File: src/rtl/decoder_scan_sequencer.sv
// Cycling index/enable source for one-hot decoders: programmable dwell, last index, graceful stop.
// Define DECODER_SCAN_BLANK_EN to insert one blanking cycle between indices.
module decoder_scan_sequencer #(
  parameter int unsigned SEL_WIDTH   = 3,
  parameter int unsigned DWELL_WIDTH = 8
) (
  input  logic                   clk,
  input  logic                   rst_n,
  input  logic                   start,
  input  logic                   stop,
  input  logic [DWELL_WIDTH-1:0] dwell,
  input  logic [SEL_WIDTH-1:0]   last,
  output logic [SEL_WIDTH-1:0]   sel,
  output logic                   sel_en,
  output logic                   busy,
  output logic                   wrap
);

  typedef enum logic [1:0] {StIdle, StDrive, StBlank} state_e;

  state_e                 state_q, state_d;
  logic [SEL_WIDTH-1:0]   sel_q, sel_d;
  logic                   en_q, en_d;
  logic                   busy_q, busy_d;
  logic                   wrap_q, wrap_d;
  logic [DWELL_WIDTH-1:0] cnt_q, cnt_d;
  logic [DWELL_WIDTH-1:0] dwell_q, dwell_d;
  logic [SEL_WIDTH-1:0]   last_q, last_d;
  logic                   stop_pend_q, stop_pend_d;

  logic [DWELL_WIDTH-1:0] dwell_eff;
  logic [SEL_WIDTH-1:0]   sel_next;

  assign dwell_eff = (dwell == '0) ? DWELL_WIDTH'(1) : dwell;
  // Wrap is an explicit compare so last = all-ones never relies on overflow.
  assign sel_next  = (sel_q == last_q) ? '0 : sel_q + SEL_WIDTH'(1);

  always_comb begin
    state_d     = state_q;
    sel_d       = sel_q;
    en_d        = en_q;
    busy_d      = busy_q;
    cnt_d       = cnt_q;
    dwell_d     = dwell_q;
    last_d      = last_q;
    stop_pend_d = stop_pend_q;

    unique case (state_q)
      StIdle: begin
        if (start) begin
          dwell_d     = dwell_eff;
          last_d      = last;
          state_d     = StDrive;
          sel_d       = '0;
          en_d        = 1'b1;
          busy_d      = 1'b1;
          cnt_d       = dwell_eff - DWELL_WIDTH'(1);
          stop_pend_d = 1'b0;
        end
      end
      StDrive: begin
        if (stop) stop_pend_d = 1'b1;
        if (cnt_q != '0) begin
          cnt_d = cnt_q - DWELL_WIDTH'(1);
        end else if (stop_pend_q || stop) begin
          state_d     = StIdle;
          sel_d       = '0;
          en_d        = 1'b0;
          busy_d      = 1'b0;
          cnt_d       = '0;
          stop_pend_d = 1'b0;
        end else begin
          sel_d = sel_next;
          cnt_d = dwell_q - DWELL_WIDTH'(1);
`ifdef DECODER_SCAN_BLANK_EN
          state_d = StBlank;
          en_d    = 1'b0;
`endif
        end
      end
`ifdef DECODER_SCAN_BLANK_EN
      StBlank: begin
        // A stop here still lets the already-presented index run its full dwell.
        if (stop) stop_pend_d = 1'b1;
        state_d = StDrive;
        en_d    = 1'b1;
      end
`endif
      default: begin
        state_d = StIdle;
        sel_d   = '0;
        en_d    = 1'b0;
        busy_d  = 1'b0;
        cnt_d   = '0;
      end
    endcase

    // Registered wrap: flag the upcoming final cycle of the last index.
    wrap_d = (state_d == StDrive) && (cnt_d == '0) && (sel_d == last_d);
  end

  always_ff @(posedge clk) begin
    if (!rst_n) begin
      state_q     <= StIdle;
      sel_q       <= '0;
      en_q        <= 1'b0;
      busy_q      <= 1'b0;
      wrap_q      <= 1'b0;
      cnt_q       <= '0;
      dwell_q     <= DWELL_WIDTH'(1);
      last_q      <= '0;
      stop_pend_q <= 1'b0;
    end else begin
      state_q     <= state_d;
      sel_q       <= sel_d;
      en_q        <= en_d;
      busy_q      <= busy_d;
      wrap_q      <= wrap_d;
      cnt_q       <= cnt_d;
      dwell_q     <= dwell_d;
      last_q      <= last_d;
      stop_pend_q <= stop_pend_d;
    end
  end

  assign sel    = sel_q;
  assign sel_en = en_q;
  assign busy   = busy_q;
  assign wrap   = wrap_q;

endmodule

File: config.mk
export PLATFORM = sky130hd
export DESIGN_NAME = decoder_scan_sequencer
export DESIGN_NICKNAME = d
export VERILOG_FILES = /design/src/rtl/decoder_scan_sequencer.sv
export SDC_FILE = /design/constraint.sdc
export NUM_CORES = 1
export LEC_CHECK = 0
export CORE_MARGIN = 2
export CORE_UTILIZATION = 57
export DETAILED_ROUTE_END_ITERATION = 7
export DONT_BUFFER_PORTS = 1
export PLACE_DENSITY = 0.75
export RECOVER_POWER = 50
export SLEW_MARGIN = 0
export SYNTH_ARGS = -nofsm -noshare
export SYNTH_HDL_FRONTEND = slang
export SYNTH_SLANG_ARGS = --single-unit
File: constraint.sdc
create_clock -name clk -period 2.14 [get_ports clk]
set_input_delay 0.214 -clock clk [delete_from_list [all_inputs] [get_ports clk]]
set_output_delay 0.214 -clock clk [all_outputs]
set_load 0.01 [all_outputs]
* Word-level counts from Yosys, hierarchy flattened
Cells that the tools add are included.
Word-level totals: register bits 27, input bits 15, logic and storage cells 55
Operators by class: add/sub/neg operators 4, equal/unequal tests 7, mux-type cells 25, reduce and logical (&&, ||, !) cells 11
Operator list (count):
- 2-to-1 mux 8 bit | 4
- subtractor 8 x 1 -> 8 bit, second input constant | 3
- 2-to-1 mux 3 bit | 6
- logical NOT 8 bit | 2
- one-hot mux 8 bit (2 select lines) | 1
- nonzero test 8 bit | 1
- 2-to-1 mux 1 bit | 7
- equality test 3 bit | 2
- 2-to-1 mux 2 bit | 3
- inequality test 2 bit, second input constant | 3
- one-hot mux 3 bit (2 select lines) | 1
- equality test 2 x 1 -> 1 bit, second input constant | 2
- one-hot mux 1 bit (2 select lines) | 2
- one-hot mux 2 bit (2 select lines) | 1
- AND reduction 2 bit | 2
- adder 3 x 1 -> 3 bit, second input constant | 1
- AND reduction 3 bit | 1
- logical AND 1 bit | 2
- logical NOT 2 bit | 1
- nonzero test 2 bit | 1
- logical OR 1 bit | 1

* Depth between registers and ports, before layout
word-level depth 8, gate-level depth with buffers 9

* Worst setup path before layout
Ideal clock, no wire load.
path kind register -> register, start point register cnt_q[0], end point register wrap_q, in the netlist wrap, library setup time 0.116 ns, data arrival time 1.995 ns, data required time 2.024 ns, slack 0.029 ns, cell stages (with the launch flop) 9, path through dfxtp_1 inv_1 ha_1 or3b_2 a2111oi_4 a21oi_2 a2111oi_4 nand4b_1 nor4_1
Between the ends: longest elaborated chain between the ends 6, elaborated cells on any way between the ends 14, classes of those cells 1 x add/sub; 2 x eq/ne; 7 x mux; 4 x reduce/logical
Ends and longest elaborated chain:
- start, declared | line 26 | logic [DWELL_WIDTH-1:0] cnt_q, cnt_d;
- start signal, assigned | line 119 | cnt_q <= cnt_d;
- subtractor 8 x 1 -> 8 bit / nonzero test 8 bit (equally long branches) | line 64, 63
- 2-to-1 mux 8 bit / 2-to-1 mux 2 bit (equally long branches) | line 63 | if (cnt_q != '0) begin
- one-hot mux 8 bit (2 select lines) / one-hot mux 2 bit (2 select lines) (equally long branches) | line 48 | unique case (state_q)
- logical NOT 8 bit / equality test 2 x 1 -> 1 bit (equally long branches) | line 99 | wrap_d = (state_d == StDrive) && (cnt_d == '0) && (sel_d == last_d);
- logical AND 1 bit | line 99
- logical AND 1 bit * | line 99
- end signal, assigned | line 118 | wrap_q <= wrap_d;
- end, declared | line 25 | logic wrap_q, wrap_d;
Every way passes the cells marked *; elsewhere a longest branch is shown, timed or not. A chain may end at the register's enable or synchronous reset.

* Worst setup path after layout
Ends and elaborated chain as after synthesis.

==> impl_metrics.toml <==
[drt]
viasPerCell = 6.46
routed_wl_mm = 5.72
wl_per_cell_um = 19.7
drtAntennaViolNets = 0
vias = 1872
drc = 0
drt-pass1-iter-count = 5
drt_iter0_drc = 157

[grt]
gr-usage-all-layers_pct = 30.6
antenna_found_initial = 0
overflow = 0
grt_max_degree = 18
grt_pass1_vias = 1757
grt_pass1_wl_mm = 8.37

[placement]
place_hpwl_mm = 4.09
gp_congestion = 0.992
dp_slack_ns = -0.0807
port_buffers = 0

[floorplan]
rows = 20
dieArea_um2 = 3700
core_area_um2 = 3050
io_pins = 21
start_util_pct = 60.2
die_w_um = 60.8
fp.dieH_um = 60.8

[sta]
slew_headroom_pct = 62.5
holdWs_ns = 0.00242
period_needed_ns = 2.12
fin_crit_sh_pct = 99.2
finClkSkew_ns = 0.00781
tightest_slew_ns = 0.548
hold_viol = 0
drv_slew = 0
fmax_mhz = 471
postLayoutSetupSlackWorst_ns = 0.0171
setup_viol = 0

[synthesis]
synth_cells = 222
synth-main-ff-cell = "dfxtp_1"
synth.distinct_cells = 54
synth_edf_count = 0
syn_area_um2 = 1840
yosysWarnings = 0
syn_avg_cell_area_um2 = 8.28
ys_seq_area_share_pct = 29.4
syn-num-nets = 242
async_flop_share_pct = 0
synth.ff_latch_count = 27

[pwr]
p_leak_nw = 0.815
power.density_nw_per_um2 = 489
ir_drop_mv = 0.330

[worst_setup_path]
timing.critical_path.from = "cnt_q[0]"
worstSetupEndpointType = "flop"
r2r_setup_slack_ns = 0.02
max_stage_delay_ns = 0.49
worst_r2r_path_depth = 9
cp_cell_sequence = "inv_1 > ha_2 > nor3b_4 > nand2_1 > buf_4 > nor4_1 > a211oi_2 > nand4b_1 > nor4_2"
critPathLaunchType = "flop"
crit_end = "wrap"
cp_slowest_cell = "nor4_1"
crit-reg2reg-launch = "cnt_q[0]"
rr_endpoint = "wrap"
critPathTopFamily = "simple AND/OR/NAND/NOR gates"
cp_num_buf_inv = 2
path_max_fanout = 4
worst-path-stages = 9
worstSetupPathType = "flop to flop"
crit_required_ns = 2.39
cp.arrival_ns = 2.37

[clock_network]
clockBufferDepth = 2
path_clk_slew_ns = 0.16
ctsRootBufferMaster = "clkbuf_4"
cts_tree = "done"
cts_sinks = 27
cts_max_level = 1
cts_buffers = 3
clk-insertion-delay-late_ns = 0.34

[job]
drv_cap = 0

[cells_and_area]
drive_gt1_share_pct = 23.6
antenna_cells = 0
fillers = 240
areaGrowthSynthToFinish_pct = 20.3
final_nets = 267

[outcome]
status = "finished clean"

[worst_hold_path]
hold_class = "primary input to flop"
-- worst min-delay path by stage --
stage	depth (start not counted)	end	from	slack, ns
2_1_floorplan	2	dwell_q[1]	dwell[1]	0.36
3_3_place_gp	1	dwell_q[0]	rst_n	0.31
3_5_place_dp	1	dwell_q[0]	rst_n	0.31
4_1_cts	1	last_q[0]	rst_n	0.005
5_1_grt	1	dwell_q[5]	rst_n	0.0003
6_report	2	dwell_q[1]	dwell[1]	0.002
-- layer usage --
metal	global-route usage, %	part of all wire (%)	up-vias	routed length, um
met5	0	0	-	0
met1	39.6	40	894	2270
met2	50.7	49	97	2810
li1	-	-	866	-
met3	6.61	9.3	15	533
met4	10.2	1.9	0	110
-- state kept, by name, indices dropped and copies added, names as in the netlist --
register     flops
busy             1
cnt_q            8
dwell_q          8
last_q           3
sel              3
state_q          2
stop_pend_q      1
wrap             1
-- metrics by stage --
step	instance area [um^2]	util, %	TNS (ns)	power, mW	instances
3_5_place_dp	2010	66.0	-0.0807	0.811	280
2_1_floorplan	1840	-	0	0.736	222
3_3_place_gp	2010	66.0	0	0.806	280
5_1_grt	2210	72.5	-0.0990	1.12	290
4_1_cts	2060	67.6	0	1.04	285
6_report	2210	72.5	0	1.08	290
-- kinds of logic (layout without fill, tap and decap cells) --
| group | count (synthesis) | after routing | share of synthesized area [%] |
|---|---|---|---|
| compound gates | 58 | 58 | 24.8 |
| xor+xnor | 12 | 12 | 5.71 |
| flops | 27 | 27 | 29.4 |
| simple gates | 95 | 95 | 29.0 |
| other cells | 1 | 1 | 0.204 |
| mux | 5 | 5 | 2.86 |
| buf+inv | 19 | 43 | 4.69 |
| fa+ha+maj | 5 | 5 | 3.40 |
-- cell usage after synthesis, drive strengths merged, types with 2 or more instances --
cell type  count  share of area, %
dfxtp         27                29
nand2         26               5.3
nor2          19               4.3
inv           11               2.2
xnor2         10               4.8
a21boi         9               3.7
a21oi          8               2.4
nor2b          8               2.7
o21ai          8               2.2
buf            6               2.0
nor4           6               2.9
or4            6               2.7
ha             5               3.4
a2111oi        4               3.9
a211oi         4               1.9
and2           4               1.4
nand3          4               1.1
nor3b          4               1.6
o31ai          4               1.6
a22oi          3               1.2
a311oi         3               1.4
a31oi          3               1.0
a32oi          3               1.4
mux2i          3               1.6
nor3           3              0.82
a21o           2              0.82
clkbuf         2              0.41
mux2           2               1.2
nand3b         2              0.82
nand4          2              0.68
nand4b         2              0.95
nor4b          2              0.95
o211ai         2              0.82
or3            2              0.68
xor2           2              0.95
-- cells in the final DEF, fill, tap and decap left out, types with 4 or more instances in the layout --
master,Yosys,layout
nor2b_1,8,8
ha_1,5,4
a21boi_0,9,9
o31ai_1,4,4
o21ai_0,8,7
dfxtp_1,27,24
nand3_1,4,4
xnor2_1,10,9
or4_1,5,5
buf_4,3,24
nand2_1,26,26
inv_1,11,11
nor2_1,18,18
a21oi_1,7,7
-- report_power, final --
part | leakage (nW) | switching, mW | internal, mW | total, mW
Combinational | 0.578 | 0.163 | 0.141 | 0.305
Clock | 0.0150 | 0.163 | 0.0732 | 0.236
Sequential | 0.221 | 0.0209 | 0.521 | 0.542
Total | 0.815 | 0.347 | 0.736 | 1.08
-- what timing repair did --
action                     CTS  global route
pin swaps                    0             8
setup buffers                0             3
hold endpoints to repair     3             2
resized for setup            3            21
setup endpoints to repair    1             1
hold buffers                 1             2
-- final cells by class --
type | count | area (um^2) | share of cell area, %
tap | 44 | 55.1 | 2.49
inverter | 11 | 41.3 | 1.87
clock buffer | 4 | 26.3 | 1.19
sequential | 27 | 544 | 24.6
multi-input combinational | 176 | 1320 | 59.8
timing repair buffer | 28 | 221 | 10.0
Note: power is estimated with default switching activity, not from simulation.
